## src/rtl/kv_cell_controller_if.sv

```systemverilog
// Host-side command/response handshake bundle for kv_cell_controller.
// A transfer happens on any rising edge where valid && ready; the sender holds its payload stable until then.
interface kv_cell_controller_if #(
    parameter int KEY_WIDTH   = 8,
    parameter int VALUE_WIDTH = 64
);
    logic                   req_valid;
    logic                   req_ready;
    logic [1:0]             req_op;
    logic [KEY_WIDTH-1:0]   req_key;
    logic [VALUE_WIDTH-1:0] req_value;
    logic                   resp_valid;
    logic                   resp_ready;
    logic [1:0]             resp_status;
    logic [VALUE_WIDTH-1:0] resp_value;

    modport master (
        output req_valid, req_op, req_key, req_value, resp_ready,
        input  req_ready, resp_valid, resp_status, resp_value
    );

    modport slave (
        input  req_valid, req_op, req_key, req_value, resp_ready,
        output req_ready, resp_valid, resp_status, resp_value
    );
endinterface

```

## src/rtl/kv_cell_controller.sv

```systemverilog
// GET/PUT/DEL controller that scans a key/value cell array one entry per cycle.
// Define KV_CTRL_EARLY_EXIT_EN to leave the scan the cycle after the first key hit.
module kv_cell_controller #(
    parameter int NUM_ENTRIES = 8,
    parameter int KEY_WIDTH   = 8,
    parameter int VALUE_WIDTH = 64
) (
    input  logic                               clk,
    input  logic                               rst_n,
    kv_cell_controller_if.slave                req_if,
    output logic [NUM_ENTRIES-1:0]             cell_read_op,
    output logic [NUM_ENTRIES-1:0]             cell_write_op,
    output logic [KEY_WIDTH-1:0]               cell_key_in,
    output logic [VALUE_WIDTH-1:0]             cell_value_in,
    input  logic [NUM_ENTRIES*KEY_WIDTH-1:0]   cell_key_out,
    input  logic [NUM_ENTRIES*VALUE_WIDTH-1:0] cell_value_out,
    input  logic [NUM_ENTRIES-1:0]             cell_used,
    output logic [1:0]                         dbg_state
);
    localparam int IDX_W = (NUM_ENTRIES > 1) ? $clog2(NUM_ENTRIES) : 1;
    localparam logic [IDX_W-1:0]       LAST_IDX = IDX_W'(NUM_ENTRIES - 1);
    localparam logic [NUM_ENTRIES-1:0] ONE_HOT0 = NUM_ENTRIES'(1);

    localparam logic [1:0] OP_GET = 2'd1;
    localparam logic [1:0] OP_PUT = 2'd2;
    localparam logic [1:0] OP_DEL = 2'd3;

    localparam logic [1:0] ST_OK   = 2'd0;
    localparam logic [1:0] ST_MISS = 2'd1;
    localparam logic [1:0] ST_FULL = 2'd2;
    localparam logic [1:0] ST_BAD  = 2'd3;

    typedef enum logic [1:0] {IDLE, SCAN, ACT, RESP} state_t;

    state_t                 state_q, state_d;
    logic [1:0]             op_q, op_d;
    logic [KEY_WIDTH-1:0]   key_q, key_d;
    logic [VALUE_WIDTH-1:0] value_q, value_d;
    logic [IDX_W-1:0]       idx_q, idx_d;
    logic                   hit_q, hit_d;
    logic [IDX_W-1:0]       hit_idx_q, hit_idx_d;
    logic                   free_q, free_d;
    logic [IDX_W-1:0]       free_idx_q, free_idx_d;
    logic [1:0]             status_q, status_d;
    logic [VALUE_WIDTH-1:0] rvalue_q, rvalue_d;

    logic [KEY_WIDTH-1:0]   key_arr [NUM_ENTRIES];
    logic [VALUE_WIDTH-1:0] val_arr [NUM_ENTRIES];

    always_comb begin
        for (int i = 0; i < NUM_ENTRIES; i++) begin
            key_arr[i] = cell_key_out[i*KEY_WIDTH +: KEY_WIDTH];
            val_arr[i] = cell_value_out[i*VALUE_WIDTH +: VALUE_WIDTH];
        end
    end

    always_ff @(posedge clk or negedge rst_n) begin
        if (!rst_n) begin
            state_q    <= IDLE;
            op_q       <= '0;
            key_q      <= '0;
            value_q    <= '0;
            idx_q      <= '0;
            hit_q      <= 1'b0;
            hit_idx_q  <= '0;
            free_q     <= 1'b0;
            free_idx_q <= '0;
            status_q   <= '0;
            rvalue_q   <= '0;
        end else begin
            state_q    <= state_d;
            op_q       <= op_d;
            key_q      <= key_d;
            value_q    <= value_d;
            idx_q      <= idx_d;
            hit_q      <= hit_d;
            hit_idx_q  <= hit_idx_d;
            free_q     <= free_d;
            free_idx_q <= free_idx_d;
            status_q   <= status_d;
            rvalue_q   <= rvalue_d;
        end
    end

    always_comb begin
        state_d       = state_q;
        op_d          = op_q;
        key_d         = key_q;
        value_d       = value_q;
        idx_d         = idx_q;
        hit_d         = hit_q;
        hit_idx_d     = hit_idx_q;
        free_d        = free_q;
        free_idx_d    = free_idx_q;
        status_d      = status_q;
        rvalue_d      = rvalue_q;
        cell_read_op  = '0;
        cell_write_op = '0;
        cell_key_in   = '0;
        cell_value_in = '0;

        case (state_q)
            IDLE: begin
                if (req_if.req_valid) begin
                    op_d    = req_if.req_op;
                    key_d   = req_if.req_key;
                    value_d = req_if.req_value;
                    if (req_if.req_op == 2'd0 || req_if.req_key == '0) begin
                        status_d = ST_BAD;
                        rvalue_d = '0;
                        state_d  = RESP;
                    end else begin
                        idx_d   = '0;
                        hit_d   = 1'b0;
                        free_d  = 1'b0;
                        state_d = SCAN;
                    end
                end
            end
            SCAN: begin
                cell_read_op = ONE_HOT0 << idx_q;
                // Only the lowest matching / lowest empty entry is kept.
                if (cell_used[idx_q] && key_arr[idx_q] == key_q && !hit_q) begin
                    hit_d     = 1'b1;
                    hit_idx_d = idx_q;
                end
                if (!cell_used[idx_q] && !free_q) begin
                    free_d     = 1'b1;
                    free_idx_d = idx_q;
                end
                idx_d = idx_q + IDX_W'(1);
                if (idx_q == LAST_IDX) state_d = ACT;
`ifdef KV_CTRL_EARLY_EXIT_EN
                if (hit_d) state_d = ACT;
`endif
            end
            ACT: begin
                state_d  = RESP;
                rvalue_d = '0;
                status_d = hit_q ? ST_OK : ST_MISS;
                case (op_q)
                    OP_GET: if (hit_q) rvalue_d = val_arr[hit_idx_q];
                    OP_PUT: begin
                        if (hit_q || free_q) begin
                            cell_write_op = ONE_HOT0 << (hit_q ? hit_idx_q : free_idx_q);
                            cell_key_in   = key_q;
                            cell_value_in = value_q;
                            status_d      = ST_OK;
                        end else begin
                            status_d = ST_FULL;
                        end
                    end
                    OP_DEL: if (hit_q) cell_write_op = ONE_HOT0 << hit_idx_q;
                    default: status_d = ST_BAD;
                endcase
            end
            RESP: begin
                if (req_if.resp_ready) state_d = IDLE;
            end
            default: state_d = IDLE;
        endcase
    end

    assign req_if.req_ready   = (state_q == IDLE);
    assign req_if.resp_valid  = (state_q == RESP);
    assign req_if.resp_status = (state_q == RESP) ? status_q : 2'd0;
    assign req_if.resp_value  = (state_q == RESP) ? rvalue_q : '0;
    assign dbg_state          = state_q;
endmodule
```

## src/flat_wrapper.sv

```systemverilog
// flat-port wrapper written by rule: the top's interface ports become plain ports
module kv_cell_controller_flat 
#(
    parameter int NUM_ENTRIES = 8,
    parameter int KEY_WIDTH   = 8,
    parameter int VALUE_WIDTH = 64
)
  (clk, rst_n, cell_read_op, cell_write_op, cell_key_in, cell_value_in, cell_key_out, cell_value_out, cell_used, dbg_state, req_if_req_valid, req_if_req_op, req_if_req_key, req_if_req_value, req_if_resp_ready, req_if_req_ready, req_if_resp_valid, req_if_resp_status, req_if_resp_value);
  kv_cell_controller_if #(.KEY_WIDTH(KEY_WIDTH), .VALUE_WIDTH(VALUE_WIDTH)) req_if_i ();
  input  logic clk;
  input  logic rst_n;
  output logic [NUM_ENTRIES-1:0] cell_read_op;
  output logic [NUM_ENTRIES-1:0] cell_write_op;
  output logic [KEY_WIDTH-1:0] cell_key_in;
  output logic [VALUE_WIDTH-1:0] cell_value_in;
  input  logic [NUM_ENTRIES*KEY_WIDTH-1:0] cell_key_out;
  input  logic [NUM_ENTRIES*VALUE_WIDTH-1:0] cell_value_out;
  input  logic [NUM_ENTRIES-1:0] cell_used;
  output logic [1:0] dbg_state;
  input wire logic [$bits(req_if_i.req_valid)-1:0] req_if_req_valid;
  input wire logic [$bits(req_if_i.req_op)-1:0] req_if_req_op;
  input wire logic [$bits(req_if_i.req_key)-1:0] req_if_req_key;
  input wire logic [$bits(req_if_i.req_value)-1:0] req_if_req_value;
  input wire logic [$bits(req_if_i.resp_ready)-1:0] req_if_resp_ready;
  output wire logic [$bits(req_if_i.req_ready)-1:0] req_if_req_ready;
  output wire logic [$bits(req_if_i.resp_valid)-1:0] req_if_resp_valid;
  output wire logic [$bits(req_if_i.resp_status)-1:0] req_if_resp_status;
  output wire logic [$bits(req_if_i.resp_value)-1:0] req_if_resp_value;
  assign req_if_i.req_valid = req_if_req_valid;
  assign req_if_i.req_op = req_if_req_op;
  assign req_if_i.req_key = req_if_req_key;
  assign req_if_i.req_value = req_if_req_value;
  assign req_if_i.resp_ready = req_if_resp_ready;
  assign req_if_req_ready = req_if_i.req_ready;
  assign req_if_resp_valid = req_if_i.resp_valid;
  assign req_if_resp_status = req_if_i.resp_status;
  assign req_if_resp_value = req_if_i.resp_value;
  kv_cell_controller #(.NUM_ENTRIES(NUM_ENTRIES), .KEY_WIDTH(KEY_WIDTH), .VALUE_WIDTH(VALUE_WIDTH)) u_core (.clk(clk), .rst_n(rst_n), .req_if(req_if_i), .cell_read_op(cell_read_op), .cell_write_op(cell_write_op), .cell_key_in(cell_key_in), .cell_value_in(cell_value_in), .cell_key_out(cell_key_out), .cell_value_out(cell_value_out), .cell_used(cell_used), .dbg_state(dbg_state));
endmodule
```

## config.mk

```make
export PLATFORM = sky130hd
export DESIGN_NAME = kv_cell_controller_flat
export DESIGN_NICKNAME = d
export VERILOG_FILES = /design/src/rtl/kv_cell_controller_if.sv /design/src/rtl/kv_cell_controller.sv /design/src/flat_wrapper.sv
export SDC_FILE = /design/constraint.sdc
export NUM_CORES = 1
export LEC_CHECK = 0
export ABC_CLOCK_PERIOD_IN_PS = 2070
export CAP_MARGIN = 40
export CORE_AREA = 2 2 315 317
export DETAILED_ROUTE_END_ITERATION = 8
export DIE_AREA = 0 0 317 319
export HOLD_SLACK_MARGIN = 0.1
export PLACE_DENSITY_LB_ADDON = 0.1
export SYNTH_ARGS = -nofsm -noshare
export SYNTH_HDL_FRONTEND = slang
export SYNTH_SLANG_ARGS = --single-unit
```

## constraint.sdc

```tcl
create_clock -name clk -period 2.07 [get_ports clk]
set_input_delay 0.207 -clock clk [delete_from_list [all_inputs] [get_ports clk]]
set_output_delay 0.207 -clock clk [all_outputs]
set_load 0.01 [all_outputs]
```

== Yosys cells after proc, flatten, opt, wreduce, memory -nomap -nowiden ==
Index checks and enable logic that the tools add are counted.
Widths: inputs -> output; s select.

* Add/subtract/negate cells: 1
* $lt $le $gt $ge: 3
* Eq/ne operators: 15
* Shift-type cells: 3
* Multiplexer cells: 47
* Bitwise gates (word level): 2
* Reductions and logical operators: 22

{| class="wikitable"
|+ Operators by type and width
! operator !! number
|-
| $mux 64 || 10
|-
| $bmux 64 s3 || 1
|-
| $pmux 64 s2 || 1
|-
| $mux 8 || 9
|-
| $bmux 8 s3 || 1
|-
| $shl 1x3->8 const A || 3
|-
| $mux 2 || 8
|-
| $pmux 8 s2 || 1
|-
| $mux 3 || 3
|-
| $reduce_and 3->1 || 3
|-
| $eq 2x2->1 const B || 4
|-
| $eq 8x8->1 || 1
|-
| $ge 4x4->1 const B || 2
|-
| $logic_not 8->1 || 1
|-
| $ne 2x1->1 const B || 4
|-
| $not 3->4 || 2
|-
| $pmux 2 s2 || 2
|-
| $pmux 2 s4 || 1
|-
| $reduce_and 4->1 || 2
|-
| $mux 1 || 6
|-
| $ne 2x2->1 const B || 3
|-
| $pmux 3 s2 || 1
|-
| $reduce_and 2->1 || 3
|-
| $eq 2x1->1 const B || 2
|-
| other kinds (11) || 19
|}

* Register bits: 153
* Input port bits: 662
* Output and inout port bits: 158

== Longest topological paths before layout ==
Gate-level depths: netlist of the first run.

* Depth in word-level cells: 9
* Mapped depth: 9
* Mapped depth without buffers: 7

== Worst setup path after synthesis of the first run ==
Ideal clock, no wire load.

* Path kind: register to register
* Start: register u_core.idx_q[0]
* End: register u_core.hit_idx_q[0]
* Setup time: 128 ps
* Data arrival time: 2,064 ps
* Data required time: 1,942 ps
* Setup slack: -121 ps
* Stages on the path, launching flop included: 9
* Buffers on the path: 2
* Cell sequence: dfrtp_1 buf_6 buf_6 mux4_2 mux2i_1 xnor2_1 nor3_2 nand4b_2 mux2_1

* Word-level cells in the longest chain between the ends: 8
* Elaborated cells on any way between the ends: 10

{| class="wikitable"
|+ Ends and longest elaborated chain
! item !! line !! source
|-
| start, declared || kv_cell_controller.sv:39 || <nowiki>logic [IDX_W-1:0] idx_q, idx_d;</nowiki>
|-
| start signal, assigned || kv_cell_controller.sv:75 || <nowiki>idx_q <= idx_d;</nowiki>
|-
| $not 3->4 (implied by the code) || kv_cell_controller.sv:123 || <nowiki>if (cell_used[idx_q] && key_arr[idx_q] == key_q && !hit_q) begin</nowiki>
|-
| $bmux 8 s3 || kv_cell_controller.sv:123 ||
|-
| $mux 8 (implied by the code) (2 in series) || kv_cell_controller.sv:123 ||
|-
| $eq 8x8->1 || kv_cell_controller.sv:123 ||
|-
| $logic_and 1x1->1 (2 in series) || kv_cell_controller.sv:123 ||
|-
| $reduce_and 2->1 (no source line) || -- ||
|-
| end signal, assigned || kv_cell_controller.sv:77 || <nowiki>hit_idx_q <= hit_idx_d;</nowiki>
|-
| end, declared || kv_cell_controller.sv:41 || <nowiki>logic [IDX_W-1:0] hit_idx_q, hit_idx_d;</nowiki>
|}

Parallel ways exist; a longest one is shown, timed or not. The select of a mux whose other input is x is not followed.
A chain may end at the register's enable or synchronous reset.

== Final worst setup path of the first run ==
Same ends and word-level chain as after synthesis.

==> impl_results.md, run 1 <==
- Status: finished with violations
- Failing checks: negative setup slack
- Iter 0 DRT Violations: slightly below 500
- PwrDens: 683 mW/mm2
- CP arrival: 2.80 ns
- CORE AREA: ~0.1 mm2
- Mapped Cells: 953
- DR vias: about 12000
- Ratio of cells with drive above 1 in the final layout: 0.446
- CP required: 2.42 ns
- Fin crit period: 2.45 ns
- Unique masters post-synth: between 40 and 50
- Nets: 2571
- Area leader, netlist: dfrtp_1
- Syn Nets: 1625
- CTS tree: built
- Synth area leaders: dfrtp_1 34%, mux4_2 27%, and2_1 8.0%
- H-tree depth: 4
- Worst hold path type: primary input to async pin
- WL final: 77300 um
- DR pass1 iterations: 5
- Max-Cap Viols: 0
- Vias in the first global route: around 13000
- Worst slack, placed: -0.553 ns
- DP Area: approximately 0.022 mm2
- Post-Syn Area per Cell: about 12 um2
- Finish-stage setup viols: 168
- Final worst slack: -0.384 ns
- Largest net degree at the start of global routing: 65
- Max-slew violations: 0
- Placer congestion estimate: 0.895
- Peak fanout along the critical path: 10
- Startpoint Class: register
- Drt wl/cell: around 24 um
- DIE AREA: 0.101 mm2
- Final period util: 1.19
- Drt drc: 0
- Critical Path End Type: register
- Ys async rst share: 1.00
- CTS Buffer Depth: 2
- CTS Sinks: 153
- Slew HR: 0.618
- Most frequent cells in the layout: 662 x clkdlybuf4s50_1, 159 x buf_6, 145 x dfrtp_1
- Flop2flop setup slack: -0.38 ns
- CTS root buffer: clkbuf_16
- Syn-to-layout area delta: 119%
- Setup Skew: 0.0159 ns
- Post-synth top flop: dfrtp_1
- YS warnings: 0
- Clock transition at path regs: ~0.09 ns
- Antenna violations before repair: 9
- Most common cell after layout, fill and taps aside: clkdlybuf4s50_1
- Total track usage: 0.139
- Sequential share of the synthesized area: 0.336
- Worst Tran Pin Value: 0.573 ns
- Finished Cell Area: approximately 0.025 mm2
- Height of the die: 319 um
- CTS buffer count: 17
- Port-buffer cells: 819
- Clk_lat worst skew: 0.48 ns
- Detail Route Antenna Nets: 0
- Final HPWL DP: 60300 um
- First-pass GRT wire length: slightly below 100000 um
- RSZ-0062 raised after global routing: yes
- Hold Fails Final Rpt: 0
- Die Width: 317 um
- Yosys reg bits: 153
- GRT overflow: 0
- Number of synthesized flops with an enable pin: 0
- Top cell type's share of synthesized area: 0.336
- Leak pwr: 9.63 nW
- WS Path Type: register to register
- IO Pins: 820
- Vias/cell: 3.76
- Cell Rows: 115
- Starting Density: 0.116
- Cell area after synthesis: 0.0114 mm2
- Max Fclk: 0.408 GHz
- Max rail drop VDD: ~0.00056 V
[timing repair]
item,4_1_cts,5_1_grt
hold buffers,1,0
cloned,3,21
endpoints found under the hold margin,100,0
buffers inserted,6,44
pin swaps,4,127
resized for setup,486,730
setup endpoints to repair,224,278
[cell usage after synthesis, types with 2 or more instances]
cell / number
buf_1: 11
o21ai_0: 76
clkbuf_1: 58
mux2_2: 76
inv_1: 11
a22oi_1: 10
buf_6: 2
nor4_1: 2
buf_2: 10
ha_1: 10
nand2b_1: 4
and2_1: 146
nand2_1: 81
xnor2_1: 5
nand3_1: 4
mux4_2: 136
a21boi_0: 3
nor2_1: 11
o22ai_1: 2
mux2_1: 2
a31oi_1: 2
mux2i_1: 89
a22o_1: 3
dfrtp_1: 153
nor2b_1: 10
and3_1: 5
a21oi_1: 10
a221oi_1: 2
[cell families after synthesis]
family | Yosys count | synth area share
buffers and inverters | 94 | 0.0349
AOI/OAI and AO/OA | 116 | 0.0585
muxes | 303 | 0.425
and+or+nand+nor | 272 | 0.131
DFF | 153 | 0.336
xor gates and xnor gates | 5 | 0.00385
adders and majority gates | 10 | 0.0110
[sequential cells by signal (all words and copies together), names as in the netlist]
register and flops:
u_core.status_q 2, u_core.rvalue_q 64, u_core.free_idx_q 3, u_core.op_q 2
u_core.idx_q 3, u_core.free_q 1, u_core.dbg_state 2, u_core.hit_idx_q 3
u_core.key_q 8, u_core.value_q 64, u_core.hit_q 1
[final cells by class]
cell class | instances | area [um2]
antenna | 3 | 7.51
clock buffer | 18 | 429
clock inverter | 14 | 154
fill | 10300 | 72800
inverter | 12 | 53.8
multi-input combinational | 706 | 8030
sequential | 153 | 3840
tap | 1287 | 1610
timing repair buffer | 1009 | 10800
[layer usage]
| layer | share of wire | up-vias | GRT usage | routed length (um) |
|---|---|---|---|---|
| met3 | 0.065 | 52 | 0.0375 | 5010 |
| li1 | - | 5467 | - | - |
| met1 | 0.40 | 6100 | 0.161 | 30800 |
| met5 | 0.00049 | - | 0 | 38 |
| met2 | 0.52 | 398 | 0.254 | 40500 |
| met4 | 0.012 | 8 | 0.0282 | 963 |
[per-stage QoR]
stage | utilization | setup TNS, ns | power [mW] | std cells | hold WS, ns
CTS | 0.232 | -31.51 | 16.0 | 3138 | 0.204
global route | 0.255 | -42.00 | 18.3 | 3202 | 0.269
global placement | 0.227 | -36.12 | 12.3 | 3096 | 0.215
detailed placement | 0.227 | -37.90 | 12.4 | 3096 | 0.212
finish | 0.255 | -21.44 | 17.0 | 3202 | 0.255
floorplan | - | -0.242 | 8.21 | 953 | -0.0886
[power breakdown]
group	total [mW]	leakage, nW	switching [mW]	internal (mW)
combinational	9.36	7.42	3.89	5.47
sequential	4.42	1.94	0.573	3.85
clock	3.24	0.276	1.63	1.61
[critical path, stage by stage, from the launching register on]
cell and delay [ns]:
dfrtp_2 0.45, buf_12 0.16, buf_4 0.14, mux2i_1 0.12, a22o_1 0.25, a221oi_1 0.30
xnor2_1 0.15, and4_2 0.30, nand4b_4 0.12, mux2_1 0.33
[worst paths after layout]
path                                       end  cells after the start            startpoint
min in group clk            u_core.value_q[47]                      2  req_if_req_value[47]
setup reg to reg           u_core.hit_idx_q[0]                      9       u_core.idx_q[0]
hold / removal              u_core.value_q[51]                      2                 rst_n
setup / recovery           u_core.hit_idx_q[0]                      9       u_core.idx_q[0]
max in group asynchronous  u_core.rvalue_q[19]                      3                 rst_n
hold reg to reg            u_core.rvalue_q[55]                      2   u_core.rvalue_q[55]
Note: power is estimated with default switching activity, not from simulation.
==> inputs of run 2 (changes only) <==
--- a/config.mk
+++ b/config.mk
@@ -11,6 +11,7 @@
 export DETAILED_ROUTE_END_ITERATION = 8
 export DIE_AREA = 0 0 317 319
 export HOLD_SLACK_MARGIN = 0.1
+export MAX_ROUTING_LAYER = met4
 export PLACE_DENSITY_LB_ADDON = 0.1
 export SYNTH_ARGS = -nofsm -noshare
 export SYNTH_HDL_FRONTEND = slang
==> run 2 against run 1 <==
Net effect: the flow still finishes with violations (negative setup slack); wire length up 0.41%; die area unchanged; total power down 0.12%; critical path type unchanged; largest power group unchanged; highest routed layer is now met4.
==> impl_results.md, run 2 (synthesized netlist as in run 1, its figures left out) <==
- Leak pwr: 9.60 nW
- Finish-stage setup viols: 173
- Most frequent cells in the layout: 662 x clkdlybuf4s50_1, 156 x buf_6, 145 x dfrtp_1
- Ratio of cells with drive above 1 in the final layout: 0.444
- Placer congestion estimate: 0.910
- Max-Cap Viols: 0
- Overall power: between 15 and 20 mW
- Worst-path cell chain: buf_12 > buf_4 > mux2i_1 > a22o_1 > a221oi_1 > xnor2_1 > and4_2 > nand4b_4 > mux2_1
- Starting Density: 0.116
- Worst hold path type: primary input to async pin
- Final period util: 1.19
- Buffers and inverters on the worst path: 2
- Worst path max stage delay: 0.45 ns
- DP Area: 0.0222 mm2
- Drt drc: 0
- Port-buffer cells: 819
- DR pass1 iterations: 4
- Drt wl/cell: 24.2 um
- CTS buffer count: 17
- DIE AREA: between 0.1 and 0.15 mm2
- Non-Filler Instances: roughly 3200
- Worst slack, placed: -0.553 ns
- Worst Tran Pin Value: 0.567 ns
- Antenna violations before repair: 9
- Startpoint Class: register
- Most common cell after layout, fill and taps aside: clkdlybuf4s50_1
- Regs by FF count: u_core.rvalue_q (64), u_core.value_q (64), u_core.key_q (8)
- CTS root buffer: clkbuf_16
- Vias in the first global route: between 10000 and 15000
- Failing checks: negative setup slack
- CTS Buffer Depth: 2
- Max rail drop VDD: 0.000560 V
- IO Pins: a little over 800
- Total track usage: 0.143
- First-pass GRT wire length: 99000 um
- CTS tree: built
- RSZ-0062 raised after global routing: yes
- Clock transition at path regs: 0.07 ns
- Largest delay contributor family on the critical path: compound AO/OA/AOI/OAI gates
- Critical Path End Type: register
- Syn-to-layout area delta: 119%
- CP arrival: 2.81 ns
- DR vias: 12000
- CP required: 2.42 ns
- CTS Sinks: 153
- Iter 0 DRT Violations: 466
- Final worst slack: -0.392 ns
- Final hold slack: 0.257 ns
- Peak fanout along the critical path: 10
- Clk_lat worst skew: 0.48 ns
- Height of the die: 319 um
- Cell Rows: 115
- Setup Skew: 0.0177 ns
- Slew HR: 0.622
- H-tree depth: 4
- CORE AREA: 0.0977 mm2
- WS Path Type: register to register
- Status: finished with violations
- Nets: 2567
- Detail Route Antenna Nets: 0
- Largest net degree at the start of global routing: 65
- Final HPWL DP: 60300 um
- Hold Fails Final Rpt: 0
- Finished Cell Area: roughly 0.025 mm2
- Fin crit period: roughly 2.5 ns
- Final design utilization: 0.255
- PwrDens: 683 mW/mm2
- FILL cells: 10300
- Post-placement cell count: 3096
- WL final: 77600 um
- Die Width: approximately 320 um
- Max Fclk: between 0.4 and 0.5 GHz
- Vias/cell: 3.75
- Setup TNS: -21.49 ns
- Max-slew violations: 0
- GRT overflow: 0
- Slowest-stage cell, CP: dfrtp_2
[run 2: cell count changes in the layout (fill, tap and decap cells not counted), sizes merged]
| cell | before | now |
|---|---|---|
| clkinvlp | 4 | 3 |
| clkinv | 3 | 4 |
| buf | 320 | 316 |
| diode | 3 | 7 |
[run 2: power breakdown]
group / leakage, nW / internal (mW) / switching (mW)
Sequential: 1.94 / 3.85 / 0.574
Combinational: 7.39 / 5.45 / 3.89
Clock: 0.276 / 1.61 / 1.63
Total: 9.60 / 10.9 / 6.09
[run 2: path summary, 6_finish.rpt]
path                                           start                  end  slack, ns  cells past startpoint
worst max-delay path                 u_core.idx_q[0]  u_core.hit_idx_q[0]      -0.39                      9
worst min-delay path                           rst_n      u_core.key_q[4]       0.26                      2
worst max register to register       u_core.idx_q[0]  u_core.hit_idx_q[0]      -0.39                      9
worst min register to register   u_core.rvalue_q[55]  u_core.rvalue_q[55]       0.48                      2
max in group asynchronous                      rst_n  u_core.rvalue_q[19]       1.13                      3
min in group clk                req_if_req_value[47]   u_core.value_q[47]       0.33                      2
[run 2: worst register-to-register path: stages (launching register included)]
cell	delay, ns
dfrtp_2	0.45
buf_12	0.16
buf_4	0.14
mux2i_1	0.12
a22o_1	0.25
a221oi_1	0.30
xnor2_1	0.15
and4_2	0.30
nand4b_4	0.13
mux2_1	0.33
[run 2: timing repair]
item,4_1_cts,5_1_grt
setup endpoints to repair,224,278
cloned,3,21
setup buffers,6,40
resized for setup,486,727
endpoints found under the hold margin,100,0
pin swaps,4,130
hold buffers,1,0
[run 2: cell type report]
class	count	area (um2)	share of cell area
inverter	12	50.0	0.00201
antenna	7	17.5	0.000704
sequential	153	3840	0.154
clock inverter	14	154	0.00619
tap	1287	1610	0.0647
timing repair buffer	1005	10800	0.432
multi-input combinational	706	8020	0.323
clock buffer	18	429	0.0173
[run 2: metal layers]
| layer | routed length (um) | GRT usage | vias to the layer above |
|---|---|---|---|
| met5 | 0 | - | - |
| met4 | 934 | 0.0285 | 0 |
| met3 | 4890 | 0.0360 | 44 |
| met2 | 40700 | 0.254 | 401 |
| met1 | 31100 | 0.162 | 6104 |
| li1 | - | - | 5467 |
==> inputs of run 3 (changes only) <==
--- a/config.mk
+++ b/config.mk
@@ -7,9 +7,11 @@
 export LEC_CHECK = 0
 export ABC_CLOCK_PERIOD_IN_PS = 2070
 export CAP_MARGIN = 40
-export CORE_AREA = 2 2 315 317
+export CELL_PAD_IN_SITES_DETAIL_PLACEMENT = 0
+export CELL_PAD_IN_SITES_GLOBAL_PLACEMENT = 1
+export CORE_AREA = 2 2 321 323
 export DETAILED_ROUTE_END_ITERATION = 8
-export DIE_AREA = 0 0 317 319
+export DIE_AREA = 0 0 323 325
 export HOLD_SLACK_MARGIN = 0.1
 export MAX_ROUTING_LAYER = met4
 export PLACE_DENSITY_LB_ADDON = 0.1
==> run 3 against run 2 <==
Net effect: largest power group unchanged; sequential power barely moved; largest cell class unchanged; clock skew hardly changed; cell count up 3.4%; sequential share of layout area decreased by 0.42 points; first-iteration DRC count is 6.9% lower; setup slack improved by 0.064 ns; the run still ends with negative setup slack left; hold slack worse by 0.032 ns; register-to-register slack better by 0.06 ns; wire length rose by 3.9%; core utilization down 0.25 points; critical path depth down 1; design area is 2.7% higher.
==> impl_results.md, run 3 (synthesized netlist as in run 1, its figures left out) <==
- Max Fclk: around 0.42 GHz
- RSZ-0062 raised after global routing: yes
- Fin crit period: 2.40 ns
- Ratio of cells with drive above 1 in the final layout: 0.460
- CP arrival: 2.77 ns
- Comb pwr share: 0.565
- CTS root buffer: clkbuf_16
- CORE AREA: 0.101 mm2
- Worst path max stage delay: around 0.52 ns
- CTS tree: built
- Failing checks: negative setup slack
- DR pass1 iterations: 4
- Placer congestion estimate: a little over 0.8
- Reg area: approximately 0.0038 mm2
- Switching share of total power: 0.360
- Final worst slack: -0.328 ns
- Final design utilization: 0.252
- PwrDens: 700 mW/mm2
- Area of the multi-input gates: 0.00825 mm2
- Finish-stage setup viols: 183
- Clock Power Share: 0.189
- DIE AREA: 0.105 mm2
- Leak pwr: 9.84 nW
- CP required: 2.44 ns
- P_sw: 6.43 mW
- Flop pwr share: 0.246
- Setup Skew: about 0.018 ns
- Final period util: 1.16
- P_int: 11.4 mW
- Startpoint Class: register
- CTS buffer count: 17
- Regs by FF count: u_core.rvalue_q (64), u_core.value_q (64), u_core.key_q (8)
- CTS Buffer Depth: 2
- Antenna violations before repair: 9
- Vias/cell: approximately 3.7
- Drt wl/cell: 24.4 um
- Buffers and inverters on the worst path: 2
- Largest delay contributor family on the critical path: multiplexers
- Slew HR: 0.508
- CTS Sinks: between 150 and 200
- IO Pins: 820
- Nets: 2592
- Iter 0 DRT Violations: 434
- Height of the die: around 330 um
- Cell Rows: 117
- Max rail drop VDD: 0.000441 V
- WS Path Type: register to register
- Peak fanout along the critical path: 8
- WL final: approximately 80000 um
- Hold Fails Final Rpt: 0
- Clock transition at path regs: 0.08 ns
- GRT overflow: 0
- H-tree depth: 4
- Worst-path cell chain: buf_12 > mux4_2 > mux2i_2 > xnor2_1 > nor3_2 > buf_4 > nand4b_4 > mux2_4
- Worst hold path type: primary input to async pin
- Final hold slack: 0.225 ns
- Max-slew violations: 0
- Status: finished with violations
- Critical Path End Type: register
- Vias in the first global route: 13400
- Starting Density: 0.112
- Port-buffer cells: 819
- Die Width: 323 um
- Detail Route Antenna Nets: 0
- Max-Cap Viols: 0
- Slowest-stage cell, CP: mux4_2
- Syn-to-layout area delta: 124%
- Clk_lat worst skew: 0.48 ns
- Total track usage: 0.153
- Worst Tran Pin Value: ~0.74 ns
- Most common cell after layout, fill and taps aside: clkdlybuf4s50_1
- Final HPWL DP: around 62000 um
- DR vias: ~12000
- First-pass GRT wire length: 109000 um
- Drt drc: 0
- Most frequent cells in the layout: 661 x clkdlybuf4s50_1, 199 x buf_6, 148 x dfrtp_1
- FILL cells: 10700
- Largest net degree at the start of global routing: 74
==> run 3: changes by cell type in the layout (fill, tap and decap cells not counted), moves of 4 or more <==
cell	change
ha_4	+6
buf_16	+5
clkbuf_16	-14
and2_4	+4
mux2i_1	-13
mux2i_2	+10
clkbuf_2	-5
o21ai_1	+9
nor2b_2	-6
buf_4	-6
buf_6	+43
o21ai_2	-10
==> run 3: repair_timing <==
action,in CTS,in global routing
endpoints found under the hold margin,153,0
gates cloned,21,3
gates resized for setup,1075,249
setup endpoints to repair,226,228
buffers inserted,68,34
hold buffers,1,0
pin swaps,44,115
==> run 3: layout make-up <==
class	instances	share of cell area
Clock inverter	15	0.00691
Sequential cell	153	0.150
Tap cell	1368	0.0670
Inverter	12	0.00265
Timing Repair Buffer	1030	0.432
Clock buffer	17	0.0167
Antenna cell	10	0.000980
Multi-Input combinational cell	706	0.323
==> run 3: layer usage <==
metal	vias up	track usage	wire, um
met3	20	0.0297	3960
li1	5527	-	-
met4	0	0.0239	423
met5	-	-	0
met2	336	0.276	43700
met1	6275	0.177	32500
==> run 3: power by group through the flow <==
stage	registers [mW]	logic, mW	clock network (mW)
final	4.39	10.1	3.38
after global routing	4.51	10.9	3.68
after global placement	4.37	7.90	0
after CTS	4.37	9.83	3.59
after detailed placement	4.39	7.90	0
after floorplan	4.21	4.00	0
==> run 3: through the flow <==
step / total power [mW] / TNS, ns / instances / setup WS [ns] / instance area (um2)
2_1_floorplan: 8.21 / -0.242 / 953 / -0.121 / 11400
4_1_cts: 17.8 / -50.54 / 3287 / -0.406 / 24700
6_report: 17.9 / -25.71 / 3311 / -0.328 / 25500
3_3_place_gp: 12.3 / -42.01 / 3165 / -0.567 / 22100
3_5_place_dp: 12.3 / -43.41 / 3165 / -0.613 / 22100
5_1_grt: 19.1 / -43.30 / 3308 / -0.433 / 25500
==> run 3: path summary, 6_finish.rpt <==
| path | slack (ns) | from | depth (start not counted) | to |
|---|---|---|---|---|
| setup / recovery | -0.33 | u_core.idx_q[0] | 8 | u_core.hit_idx_q[0] |
| setup reg to reg | -0.33 | u_core.idx_q[0] | 8 | u_core.hit_idx_q[0] |
| min in group clk | 0.33 | req_if_req_value[22] | 2 | u_core.value_q[22] |
| hold reg to reg | 0.48 | u_core.rvalue_q[52] | 2 | u_core.rvalue_q[52] |
| max in group asynchronous | 1.16 | rst_n | 3 | u_core.rvalue_q[48] |
| hold / removal | 0.22 | rst_n | 2 | u_core.value_q[10] |
==> run 3: worst reg2reg max path, stage by stage, from the launching register on <==
cell and delay, ns:
dfrtp_2 0.40, buf_12 0.14, mux4_2 0.53, mux2i_2 0.19
xnor2_1 0.10, nor3_2 0.27, buf_4 0.19, nand4b_4 0.14
mux2_4 0.33
